[src/rtl/mac_learn_scheduler.sv]
// Buffers one learn request per ingress port and feeds the MAC table's single
// learn port round-robin, with periodic aging commands taking priority.
module mac_learn_scheduler #(
    parameter int NUM_PORTS   = 8,
    parameter int MAC_W       = 48,
    parameter int NUM_ENTRIES = 1024,
    parameter int AGE_PERIOD  = 1024
) (
    input  logic                           clk,
    input  logic                           reset,
    input  logic [NUM_PORTS-1:0]           learn_valid_i,
    input  logic [NUM_PORTS*MAC_W-1:0]     learn_mac_i,
    output logic [NUM_PORTS-1:0]           learn_ready_o,
    input  logic                           tbl_busy_i,
    output logic                           tbl_learn_en_o,
    output logic [MAC_W-1:0]               tbl_learn_mac_o,
    output logic [$clog2(NUM_PORTS)-1:0]   tbl_learn_port_o,
    output logic                           tbl_age_en_o,
    output logic [$clog2(NUM_ENTRIES)-1:0] tbl_age_index_o
);
    localparam int PW = $clog2(NUM_PORTS);
    localparam int IW = $clog2(NUM_ENTRIES);
    localparam int CW = $clog2(AGE_PERIOD);
    localparam logic [CW-1:0] AGE_RELOAD = CW'(AGE_PERIOD - 1);
    localparam logic [PW-1:0] LAST_PORT  = PW'(NUM_PORTS - 1);

    logic [NUM_PORTS-1:0] pend_reg;
    logic [NUM_PORTS-1:0] pend_next;
    logic [NUM_PORTS-1:0] accept;
    logic [NUM_PORTS-1:0] grant_clear;
    logic [MAC_W-1:0]     mac_buf_reg [NUM_PORTS];
    logic [PW-1:0]        rr_ptr_reg;
    logic [PW-1:0]        grant_idx;
    logic [PW-1:0]        cand;
    logic                 grant_any;
    logic [CW-1:0]        age_cnt_reg;
    logic [IW-1:0]        age_idx_reg;
    logic                 age_pend_reg;
    logic                 age_expire;
    logic                 issue_age;
    logic                 issue_learn;

    logic                 learn_en_reg;
    logic [MAC_W-1:0]     learn_mac_reg;
    logic [PW-1:0]        learn_port_reg;
    logic                 age_en_reg;
    logic [IW-1:0]        age_index_reg;

    // First pending port at or after rr_ptr, wrapping modulo NUM_PORTS.
    always_comb begin
        grant_any = 1'b0;
        grant_idx = '0;
        cand      = '0;
        for (int i = 0; i < NUM_PORTS; i++) begin
            cand = PW'((int'(rr_ptr_reg) + i) % NUM_PORTS);
            if (!grant_any && pend_reg[cand]) begin
                grant_any = 1'b1;
                grant_idx = cand;
            end
        end
    end

    assign age_expire  = (age_cnt_reg == '0);
    assign issue_age   = !tbl_busy_i && age_pend_reg;
    assign issue_learn = !tbl_busy_i && !age_pend_reg && grant_any;

    // A port is only accepted while its buffer is empty, so accept and
    // grant never touch the same bit on one edge.
    for (genvar gi = 0; gi < NUM_PORTS; gi++) begin : g_port
        assign accept[gi]      = learn_valid_i[gi] && !pend_reg[gi];
        assign grant_clear[gi] = issue_learn && (grant_idx == PW'(gi));
    end

    assign pend_next = (pend_reg & ~grant_clear) | accept;

    always_ff @(posedge clk or posedge reset) begin
        if (reset) begin
            pend_reg <= '0;
            for (int p = 0; p < NUM_PORTS; p++) begin
                mac_buf_reg[p] <= '0;
            end
            rr_ptr_reg     <= '0;
            age_cnt_reg    <= AGE_RELOAD;
            age_idx_reg    <= '0;
            age_pend_reg   <= 1'b0;
            learn_en_reg   <= 1'b0;
            learn_mac_reg  <= '0;
            learn_port_reg <= '0;
            age_en_reg     <= 1'b0;
            age_index_reg  <= '0;
        end else begin
            pend_reg <= pend_next;
            for (int p = 0; p < NUM_PORTS; p++) begin
                if (accept[p]) begin
                    mac_buf_reg[p] <= learn_mac_i[p*MAC_W +: MAC_W];
                end
            end
            age_cnt_reg <= age_expire ? AGE_RELOAD : age_cnt_reg - CW'(1);
            // Saturating flag: an expiry on the issuing edge keeps it set.
            age_pend_reg <= age_expire || (age_pend_reg && !issue_age);
            learn_en_reg <= issue_learn;
            age_en_reg   <= issue_age;
            if (issue_learn) begin
                learn_mac_reg  <= mac_buf_reg[grant_idx];
                learn_port_reg <= grant_idx;
                rr_ptr_reg     <= (grant_idx == LAST_PORT) ? '0 : grant_idx + PW'(1);
            end
            if (issue_age) begin
                age_index_reg <= age_idx_reg;
                age_idx_reg   <= age_idx_reg + IW'(1);
            end
        end
    end

    assign learn_ready_o    = ~pend_reg;
    assign tbl_learn_en_o   = learn_en_reg;
    assign tbl_learn_mac_o  = learn_mac_reg;
    assign tbl_learn_port_o = learn_port_reg;
    assign tbl_age_en_o     = age_en_reg;
    assign tbl_age_index_o  = age_index_reg;

endmodule

[config.mk]
export PLATFORM = sky130hd
export DESIGN_NAME = mac_learn_scheduler
export DESIGN_NICKNAME = d
export VERILOG_FILES = /design/src/rtl/mac_learn_scheduler.sv
export SDC_FILE = /design/constraint.sdc
export NUM_CORES = 1
export LEC_CHECK = 0
export ABC_CLOCK_PERIOD_IN_PS = 14850
export BUFFER_PORTS_ARGS = -buffer_cell sky130_fd_sc_hd__buf_4
export CORE_ASPECT_RATIO = 0.5
export CORE_MARGIN = 4
export CORE_UTILIZATION = 43
export DETAILED_ROUTE_END_ITERATION = 10
export PLACE_DENSITY_LB_ADDON = 0.3
export SLEW_MARGIN = 20
export SYNTH_ARGS = -nofsm -noshare
export SYNTH_HDL_FRONTEND = slang
export SYNTH_SLANG_ARGS = --single-unit
[constraint.sdc]
create_clock -name clk -period 14.85 [get_ports clk]
set_clock_uncertainty 0.05 [all_clocks]
set_input_delay 0.7425 -clock clk [delete_from_list [all_inputs] [get_ports clk]]
set_output_delay 0.7425 -clock clk [all_outputs]
set_load 0.01 [all_outputs]
==> results of run 1 <==
power by group through the flow:
| stage | Combinational [mW] | Clock (mW) | Sequential, mW |
|---|---|---|---|
| CTS | 3.23 | 1.21 | 2.30 |
| global route | 3.49 | 1.27 | 2.38 |
| detailed placement | 3.22 | 0 | 2.32 |
| global placement | 3.17 | 0 | 2.30 |
| finish | 3.23 | 1.19 | 2.30 |
| floorplan | 2.45 | 0 | 2.22 |
cells by family after synthesis:
logic type	share of synthesized area
XOR/XNOR	0.00792
multiplexers	0.240
flip-flops	0.543
buffers and inverters	0.0325
AO/OA/AOI/OAI	0.0963
AND/OR/NAND/NOR	0.0773
adder cells (fa/ha/maj)	0.00340
cell usage after synthesis (6+ instances only):
cell type  count
a21oi_1       10
mux2_2       390
a211oi_2      48
a31oi_1       50
dfstp_2       10
buf_4          6
inv_1         18
a311oi_1      48
xnor2_1       11
buf_2         24
nand3_1        6
buf_1         30
o21ai_0        6
nor2b_1        9
nand2_1      153
dfrtp_1      469
xor2_1         9
mux2i_1       63
clkbuf_1      61
and3_1       100
ha_1           6
nor2_1        64
a32o_1        48
mux4_2        11
worst paths after layout:
| kind | to | slack [ns] | startpoint |
|---|---|---|---|
| worst max-delay path | rr_ptr_reg[2]$_DFFE_PP0P_ | 8.63 | rr_ptr_reg[0]$_DFFE_PP0P_ |
| worst min-delay path | tbl_age_index_o[1]$_DFFE_PP0P_ | 0.25 | reset |
| worst max register to register | rr_ptr_reg[2]$_DFFE_PP0P_ | 8.63 | rr_ptr_reg[0]$_DFFE_PP0P_ |
| worst min register to register | age_idx_reg[9]$_DFFE_PP0P_ | 0.42 | age_idx_reg[9]$_DFFE_PP0P_ |
| max in group asynchronous | mac_buf_reg[69]$_DFFE_PP0P_ | 11.25 | reset |
| min in group clk | mac_buf_reg[155]$_DFFE_PP0P_ | 0.35 | learn_mac_i[203] |
routing by layer:
layer / GRT usage / part of all wire / vias to the layer above
met2: 0.434 / 0.52 / 333
met5: 0 / 0 / -
li1: - / - / 7141
met4: 0.0869 / 0.030 / 0
met1: 0.302 / 0.41 / 8278
met3: 0.0393 / 0.039 / 112
stage by stage:
step / utilization / cell area, um^2 / instances / hold slack [ns]
2_1_floorplan: - / 22100 / 1715 / 0.391
3_3_place_gp: 0.517 / 26100 / 2764 / 0.405
3_5_place_dp: 0.517 / 26100 / 2764 / 0.406
4_1_cts: 0.547 / 27600 / 2846 / 0.320
5_1_grt: 0.547 / 27600 / 2857 / 0.337
6_report: 0.547 / 27600 / 2857 / 0.245
cell type report:
cell class	count	area (um^2)
antenna	11	27.5
clock buffer	72	1390
clock inverter	10	113
fill	4344	22900
inverter	21	93.8
multi-input combinational	1085	9480
sequential	479	12000
tap	690	863
timing repair buffer	489	3680
==> flow_summary.json, run 1 <==
{
  "worst_pin_slew_ns": 1.02,
  "dp_slack_ns": 8.68,
  "path_class": "reg -> reg",
  "cts_resized": 0,
  "cts_hold_buf": 0,
  "synth_edf_count": 0,
  "fin_ws_ns": 8.63,
  "hold_path_class": "in -> async",
  "cpMaxStageDelayCell": "dfrtp_1",
  "cts_setup_buffers": 0,
  "total_power_mw": 6.72,
  "synth.area.top_cells": "dfrtp_1 (53%), mux2_2 (20%), mux2i_1 (2.9%)",
  "ys.flop_type": "dfrtp_1",
  "swShare": 0.397,
  "hold_viol": 0,
  "antenna_found_initial": 11,
  "cpMostUsedCell": "ha_1",
  "synth_nets": 2116,
  "path_buf_inv": 3,
  "syn_inst": 1715,
  "cts_sinks": 479,
  "fp.dieW_um": 329,
  "synth_area_per_cell_um2": 12.9,
  "async_reset_ff_frac": 1.00,
  "cts-root-buf": "clkbuf_16",
  "drt_wl_total_um": 68800,
  "yosysUniqueCellTypes": 63,
  "core_area_um2": 50500,
  "p_clk_frac": 0.177,
  "fp-row-count": 58,
  "fin_crit_ns": 6.22,
  "ys_ff_latch": 479,
  "grt_max_degree": 116,
  "gr-total-overflow": 0,
  "htree_num_levels": 2,
  "worst_r2r_path_depth": 13,
  "wl_per_cell_um": 24.1,
  "end_kind": "register",
  "grt.total_usage": 0.244,
  "drtAntennaViolNets": 0,
  "firstDrtPassIters": 5,
  "dieArea_um2": 55300,
  "syn_area_um2": 22100,
  "initial_core_util": 0.438,
  "p_seq_frac": 0.343,
  "ys_warn_count": 0,
  "power.switching_mw": 2.67,
  "layout_common_cells": "buf_4 (487), dfrtp_1 (469), mux2_2 (390)",
  "required_ns": 15.24,
  "largest_reg_flops": 384,
  "num_io_pins": 466,
  "synth_area_leader_cell": "dfrtp_1",
  "grt_pass1_wl_um": 104000,
  "cts_max_path_buffers": 3,
  "cp.depth": 13,
  "crit_family": "buffers and inverters",
  "critPathLaunchType": "register",
  "yosys.area.top_type_share": 0.531,
  "die_height_um": 168,
  "comb_power_share": 0.480,
  "finalSetupViolCount": 0,
  "maxSlewHeadroom": 0.318,
  "cts_tree": "done",
  "clkTransAtPathRegs_ns": 0.07,
  "setup_tns_ns": 0,
  "layout_commonest_cell": "buf_4",
  "p_leak_nw": 12.6,
  "drive_gt1_frac": 0.482,
  "p_int_mw": 4.06,
  "slowest_delay_ns": 0.92,
  "rsz0062_at_grt": "no",
  "maxCapViolCount": 0,
  "nets": 2522,
  "grt_pass1_vias": 17000,
  "status": "finished, final reports clean",
  "finalMaxSlewViolations": 0,
  "clkLatencyLatePin_ns": 0.56,
  "final.period_utilization": 0.419,
  "routed_via_density": 5.55,
  "vias": 15900,
  "drc": 0,
  "critPathArrivalTime_ns": 6.61,
  "fmax_mhz": 161,
  "power.density_nw_per_um2": 243,
  "drt_iter0_markers": 1109,
  "ys_seq_area_frac": 0.543,
  "crit_path_cell_trace": "inv_2, ha_1, mux2i_1, mux4_2, a32oi_2, nor3_2, and3b_1, o21a_4, inv_6, buf_4, ha_1, ha_1, mux2_2",
  "vdd_drop_max_v": 0.000165,
  "place.gp.congestion": 0.841,
  "dp_hpwl_um": 45900,
  "syn_to_final_growth_pct": 25.0,
  "cp_max_fo": 76,
  "io_buffer_count": 465,
  "numCtsBuffers": 45
}
Note: power is estimated with default switching activity, not from simulation.
==> run 2, diff against run 1 <==
- ABC_CLOCK_PERIOD_IN_PS: 14850 -> 5500
- clock period: 14.85 -> 5.5 ns (I/O delays scaled with it)
==> run 2 against run 1 <==
Design area increased by 15%; die area unchanged; non-clock buffer count increased by 403; critical path type unchanged; critical endpoint is now tbl_learn_mac_o[9]$_DFFE_PP0P_; largest power group unchanged; highest routed layer unchanged.
==> flow_summary.json, run 2 (synthesis results as in run 1) <==
{
  "rsz0062_at_grt": "no",
  "final.period_utilization": 0.876,
  "fin_crit_ns": 4.82,
  "grt_pass1_wl_um": 117000,
  "syn_to_final_growth_pct": 43.9,
  "reg2reg_from": "rr_ptr_reg[0]$_DFFE_PP0P_",
  "dp_slack_ns": 0.800,
  "status": "finished, final reports clean",
  "p_leak_nw": 14.3,
  "dieArea_um2": 55300,
  "worstReg2RegEnd": "tbl_learn_mac_o[9]$_DFFE_PP0P_",
  "core_area_um2": 50500,
  "die_height_um": 168,
  "hold_end": "mac_buf_reg[238]$_DFFE_PP0P_",
  "grt.total_usage": 0.273,
  "drt_wl_total_um": 77500,
  "fmax_mhz": 208,
  "finalMaxSlewViolations": 0,
  "drc": 0,
  "cts_setup_buffers": 0,
  "drtAntennaViolNets": 0,
  "grt_pass1_vias": 20100,
  "hold_path_class": "in -> reg",
  "gr-total-overflow": 0,
  "place.gp.congestion": 0.876,
  "hold_viol": 0,
  "power.density_nw_per_um2": 598,
  "routed_via_density": 5.57,
  "cts_tree": "done",
  "maxSlewHeadroom": 0.231,
  "vdd_drop_max_v": 0.000868,
  "htree_num_levels": 2,
  "wl_per_cell_um": 23.7,
  "largest_reg_flops": 384,
  "fp-row-count": 58,
  "initial_core_util": 0.438,
  "cts_sinks": 479,
  "worst_r2r_path_depth": 13,
  "fin_cells": 3274,
  "critPathArrivalTime_ns": 5.21,
  "finalSetupViolCount": 0,
  "worst_pin_slew_ns": 1.15,
  "layout_common_cells": "buf_4 (493), dfrtp_1 (469), dlygate4sd3_1 (392)",
  "critPathLaunchType": "register",
  "vias": 18200,
  "fin_ws_ns": 0.683,
  "reg2reg_slack_ns": 0.68,
  "cts_max_path_buffers": 3,
  "nets": 2926,
  "grt_max_degree": 164,
  "required_ns": 5.89,
  "hold_path_depth": 3,
  "num_io_pins": 466,
  "maxCapViolCount": 0,
  "hp-start": "learn_valid_i[3]",
  "fp.dieW_um": 329,
  "antenna_found_initial": 20,
  "cts-root-buf": "clkbuf_16",
  "path_class": "reg -> reg",
  "numCtsBuffers": 46,
  "dp_hpwl_um": 47000,
  "clkLatencyLatePin_ns": 0.58,
  "dp_cells": 2775,
  "cp_max_fo": 45,
  "layout_commonest_cell": "buf_4",
  "drt_iter0_markers": 1278,
  "end_kind": "register",
  "drive_gt1_frac": 0.412,
  "io_buffer_count": 465,
  "clkTransAtPathRegs_ns": 0.07,
  "firstDrtPassIters": 5
}
==> run 2: where the power goes <==
group	total, mW	internal (mW)	switching (mW)	leakage [nW]
clock network	3.34	1.88	1.46	0.762
registers	6.26	5.23	1.03	5.70
logic	9.42	4.25	5.17	7.82
==> run 2: layer usage <==
layer / GRT usage / wire (um) / up-vias
met1: 0.319 / 29500 / 9299
li1: - / - / 7961
met2: 0.488 / 40300 / 699
met5: 0 / 0 / -
met3: 0.0426 / 3480 / 271
met4: 0.144 / 4230 / 0
==> run 2: through the flow <==
step / setup TNS [ns] / hold WS [ns] / power [mW] / util / cell area (um^2)
floorplan: -613.26 / 0.339 / 12.6 / - / 22100
global placement: 0 / 0.370 / 15.1 / 0.520 / 26300
detailed placement: 0 / 0.372 / 15.3 / 0.520 / 26300
CTS: 0 / 0.306 / 18.9 / 0.629 / 31700
global route: 0 / 0.290 / 20.0 / 0.630 / 31800
finish: 0 / 0.296 / 19.0 / 0.630 / 31800
==> run 2: final cells by class <==
cell class	instances	area (um^2)
Clock buffer	70	1370
Tap cell	690	863
Sequential cell	479	12000
Inverter	21	90.1
Timing Repair Buffer	892	7760
Fill cell	3814	18700
Multi-Input combinational cell	1085	9480
Antenna cell	22	55.1
Clock inverter	15	181
==> run 2: critical path: stages (launching register included) <==
cell	delay [ns]
dfrtp_1	0.36
inv_2	0.10
ha_1	0.61
mux2i_1	0.19
mux4_2	0.51
a32oi_2	0.38
nor3_2	0.15
a211oi_4	0.25
buf_4	0.33
buf_4	0.60
nor3b_4	0.31
buf_4	0.47
a32o_1	0.23
a211oi_2	0.06
==> run 2: worst max path at each step <==
| stage | from | end | slack (ns) | depth (start not counted) |
|---|---|---|---|---|
| finish | rr_ptr_reg[0]$_DFFE_PP0P_ | tbl_learn_mac_o[9]$_DFFE_PP0P_ | 0.68 | 13 |
| global route | rr_ptr_reg[0]$_DFFE_PP0P_ | tbl_learn_mac_o[28]$_DFFE_PP0P_ | 0.46 | 12 |
| detailed placement | rr_ptr_reg[0]$_DFFE_PP0P_ | tbl_learn_mac_o[5]$_DFFE_PP0P_ | 0.80 | 13 |
| CTS | rr_ptr_reg[0]$_DFFE_PP0P_ | tbl_learn_mac_o[1]$_DFFE_PP0P_ | 0.77 | 13 |
| global placement | rr_ptr_reg[0]$_DFFE_PP0P_ | tbl_learn_mac_o[12]$_DFFE_PP0P_ | 0.84 | 13 |
| floorplan | reset | age_idx_reg[0]$_DFFE_PP0P_ | -1.31 | 1 |
==> run 2: repair_timing <==
action / 4_1_cts / 5_1_grt
gates resized for setup: 0 / 0
hold buffers: 392 / 0
hold endpoints to repair: 413 / 0
==> run 3, diff against run 2 <==
- CTS_CLUSTER_SIZE: not set -> 14
- MAX_ROUTING_LAYER: not set -> met4
==> run 3 against run 2 <==
Die area unchanged; clock power down 2%; non-clock buffer count fell by 3; register-to-register slack better by 0.08 ns; power is 0.18% lower; fmax grew 1.6%; sequential power barely moved.
==> flow_summary.json, run 3 (synthesis results as in run 1) <==
{
  "status": "finished, final reports clean",
  "worst_pin_slew_ns": 1.11,
  "layout_common_cells": "buf_4 (489), dfrtp_1 (469), dlygate4sd3_1 (392)",
  "required_ns": 5.88,
  "critPathLaunchType": "register",
  "layout_commonest_cell": "buf_4",
  "gr-total-overflow": 0,
  "drt_wl_total_um": 77400,
  "maxSlewHeadroom": 0.259,
  "initial_core_util": 0.438,
  "place.gp.congestion": 0.903,
  "crit_path_cell_trace": "inv_2, ha_1, buf_4, mux2i_1, mux2i_1, o211a_1, nor3_2, and3_1, a21oi_2, nor3b_4, buf_4, a32o_1, a211oi_2",
  "crit_family": "simple AND/OR/NAND/NOR gates",
  "vias": 18200,
  "fin_ws_ns": 0.760,
  "cts_max_path_buffers": 3,
  "firstDrtPassIters": 5,
  "grt_pass1_vias": 20000,
  "end_kind": "register",
  "clkLatencyLatePin_ns": 0.57,
  "hold_path_class": "in -> reg",
  "io_buffer_count": 465,
  "p_leak_nw": 14.3,
  "cpMaxStageDelayCell": "nor3b_4",
  "drtAntennaViolNets": 0,
  "hold_viol": 0,
  "cts_sinks": 479,
  "final.period_utilization": 0.862,
  "multi_input_area_um2": 9480,
  "wl_per_cell_um": 23.7,
  "clkTransAtPathRegs_ns": 0.07,
  "numCtsBuffers": 45,
  "fin_crit_ns": 4.74,
  "drive_gt1_frac": 0.412,
  "grt_max_degree": 146,
  "largest_reg_flops": 384,
  "dp_hpwl_um": 46100,
  "cts_setup_buffers": 0,
  "finalSetupViolCount": 0,
  "dieArea_um2": 55300,
  "core_area_um2": 50500,
  "grt_pass1_wl_um": 117000,
  "rsz0062_at_grt": "no",
  "cts_tree": "done",
  "grt.total_usage": 0.281,
  "maxCapViolCount": 0,
  "total_power_mw": 19.0,
  "dp_slack_ns": 0.910,
  "die_height_um": 168,
  "antenna_found_initial": 19,
  "syn_to_final_growth_pct": 43.6,
  "fp.dieW_um": 329,
  "drc": 0,
  "slowest_delay_ns": 0.91,
  "vdd_drop_max_v": 0.000647,
  "finalMaxSlewViolations": 0,
  "power.density_nw_per_um2": 598,
  "htree_num_levels": 2,
  "drt_iter0_markers": 1316,
  "nFillCells": 3790,
  "regArea_um2": 12000,
  "cts-root-buf": "clkbuf_16",
  "path_class": "reg -> reg",
  "num_io_pins": 466,
  "fp-row-count": 58,
  "path_buf_inv": 3,
  "fmax_mhz": 211,
  "critPathArrivalTime_ns": 5.12,
  "routed_via_density": 5.57,
  "nets": 2922,
  "cp_max_fo": 32
}
==> run 3: worst register-to-register path, cell delays in order, from the launching register on <==
cell,delay (ns)
dfrtp_1,0.37
inv_2,0.11
ha_1,0.54
buf_4,0.25
mux2i_1,0.29
mux2i_1,0.18
o211a_1,0.28
nor3_2,0.31
and3_1,0.25
a21oi_2,0.06
nor3b_4,0.91
buf_4,0.63
a32o_1,0.32
a211oi_2,0.06
==> run 3: what timing repair did <==
action	4_1_cts	5_1_grt
gates resized for setup	0	0
hold endpoints to repair	413	0
hold buffers	392	0
==> run 3: metrics by stage <==
step	setup TNS [ns]	hold slack, ns	util	instances	area [um^2]
2_1_floorplan	-613.26	0.339	-	1715	22100
3_3_place_gp	0	0.350	0.520	2772	26300
3_5_place_dp	0	0.367	0.520	2772	26300
4_1_cts	0	0.293	0.627	3243	31700
5_1_grt	0	0.312	0.628	3262	31700
6_report	0	0.314	0.628	3263	31700
==> run 3: final timing paths <==
kind                                             from                              end  slack [ns]  depth (start not counted)
max                         rr_ptr_reg[0]$_DFFE_PP0P_  tbl_learn_mac_o[36]$_DFFE_PP0P_        0.76                         13
min                                  learn_valid_i[1]            pend_reg[1]$_DFF_PP0_        0.31                          3
max reg2reg                 rr_ptr_reg[0]$_DFFE_PP0P_  tbl_learn_mac_o[36]$_DFFE_PP0P_        0.76                         13
min reg2reg                age_idx_reg[9]$_DFFE_PP0P_       age_idx_reg[9]$_DFFE_PP0P_        0.42                          1
max in group asynchronous                       reset     mac_buf_reg[373]$_DFFE_PP0P_        3.72                          4
min in group asynchronous                       reset     mac_buf_reg[380]$_DFFE_PP0P_        0.33                          3
==> run 3: routing by layer <==
metal	track usage	share of wire	up-vias
met4	0.154	0.062	0
met5	-	0	-
met3	0.0353	0.039	288
li1	-	-	7923
met2	0.485	0.52	673
met1	0.321	0.38	9280
==> run 3: report_power, final <==
part	total (mW)	internal [mW]	switching, mW
sequential	6.23	5.23	1.01
combinational	9.48	4.26	5.21
clock	3.27	1.83	1.43
total	19.0	11.3	7.66
==> run 3: cell type report <==
class	count	area share
Clock buffer	62	0.0420
Clock inverter	17	0.00536
Tap cell	690	0.0272
Antenna cell	20	0.00158
Multi-Input combinational cell	1085	0.299
Sequential cell	479	0.378
Timing Repair Buffer	889	0.244
Inverter	21	0.00284
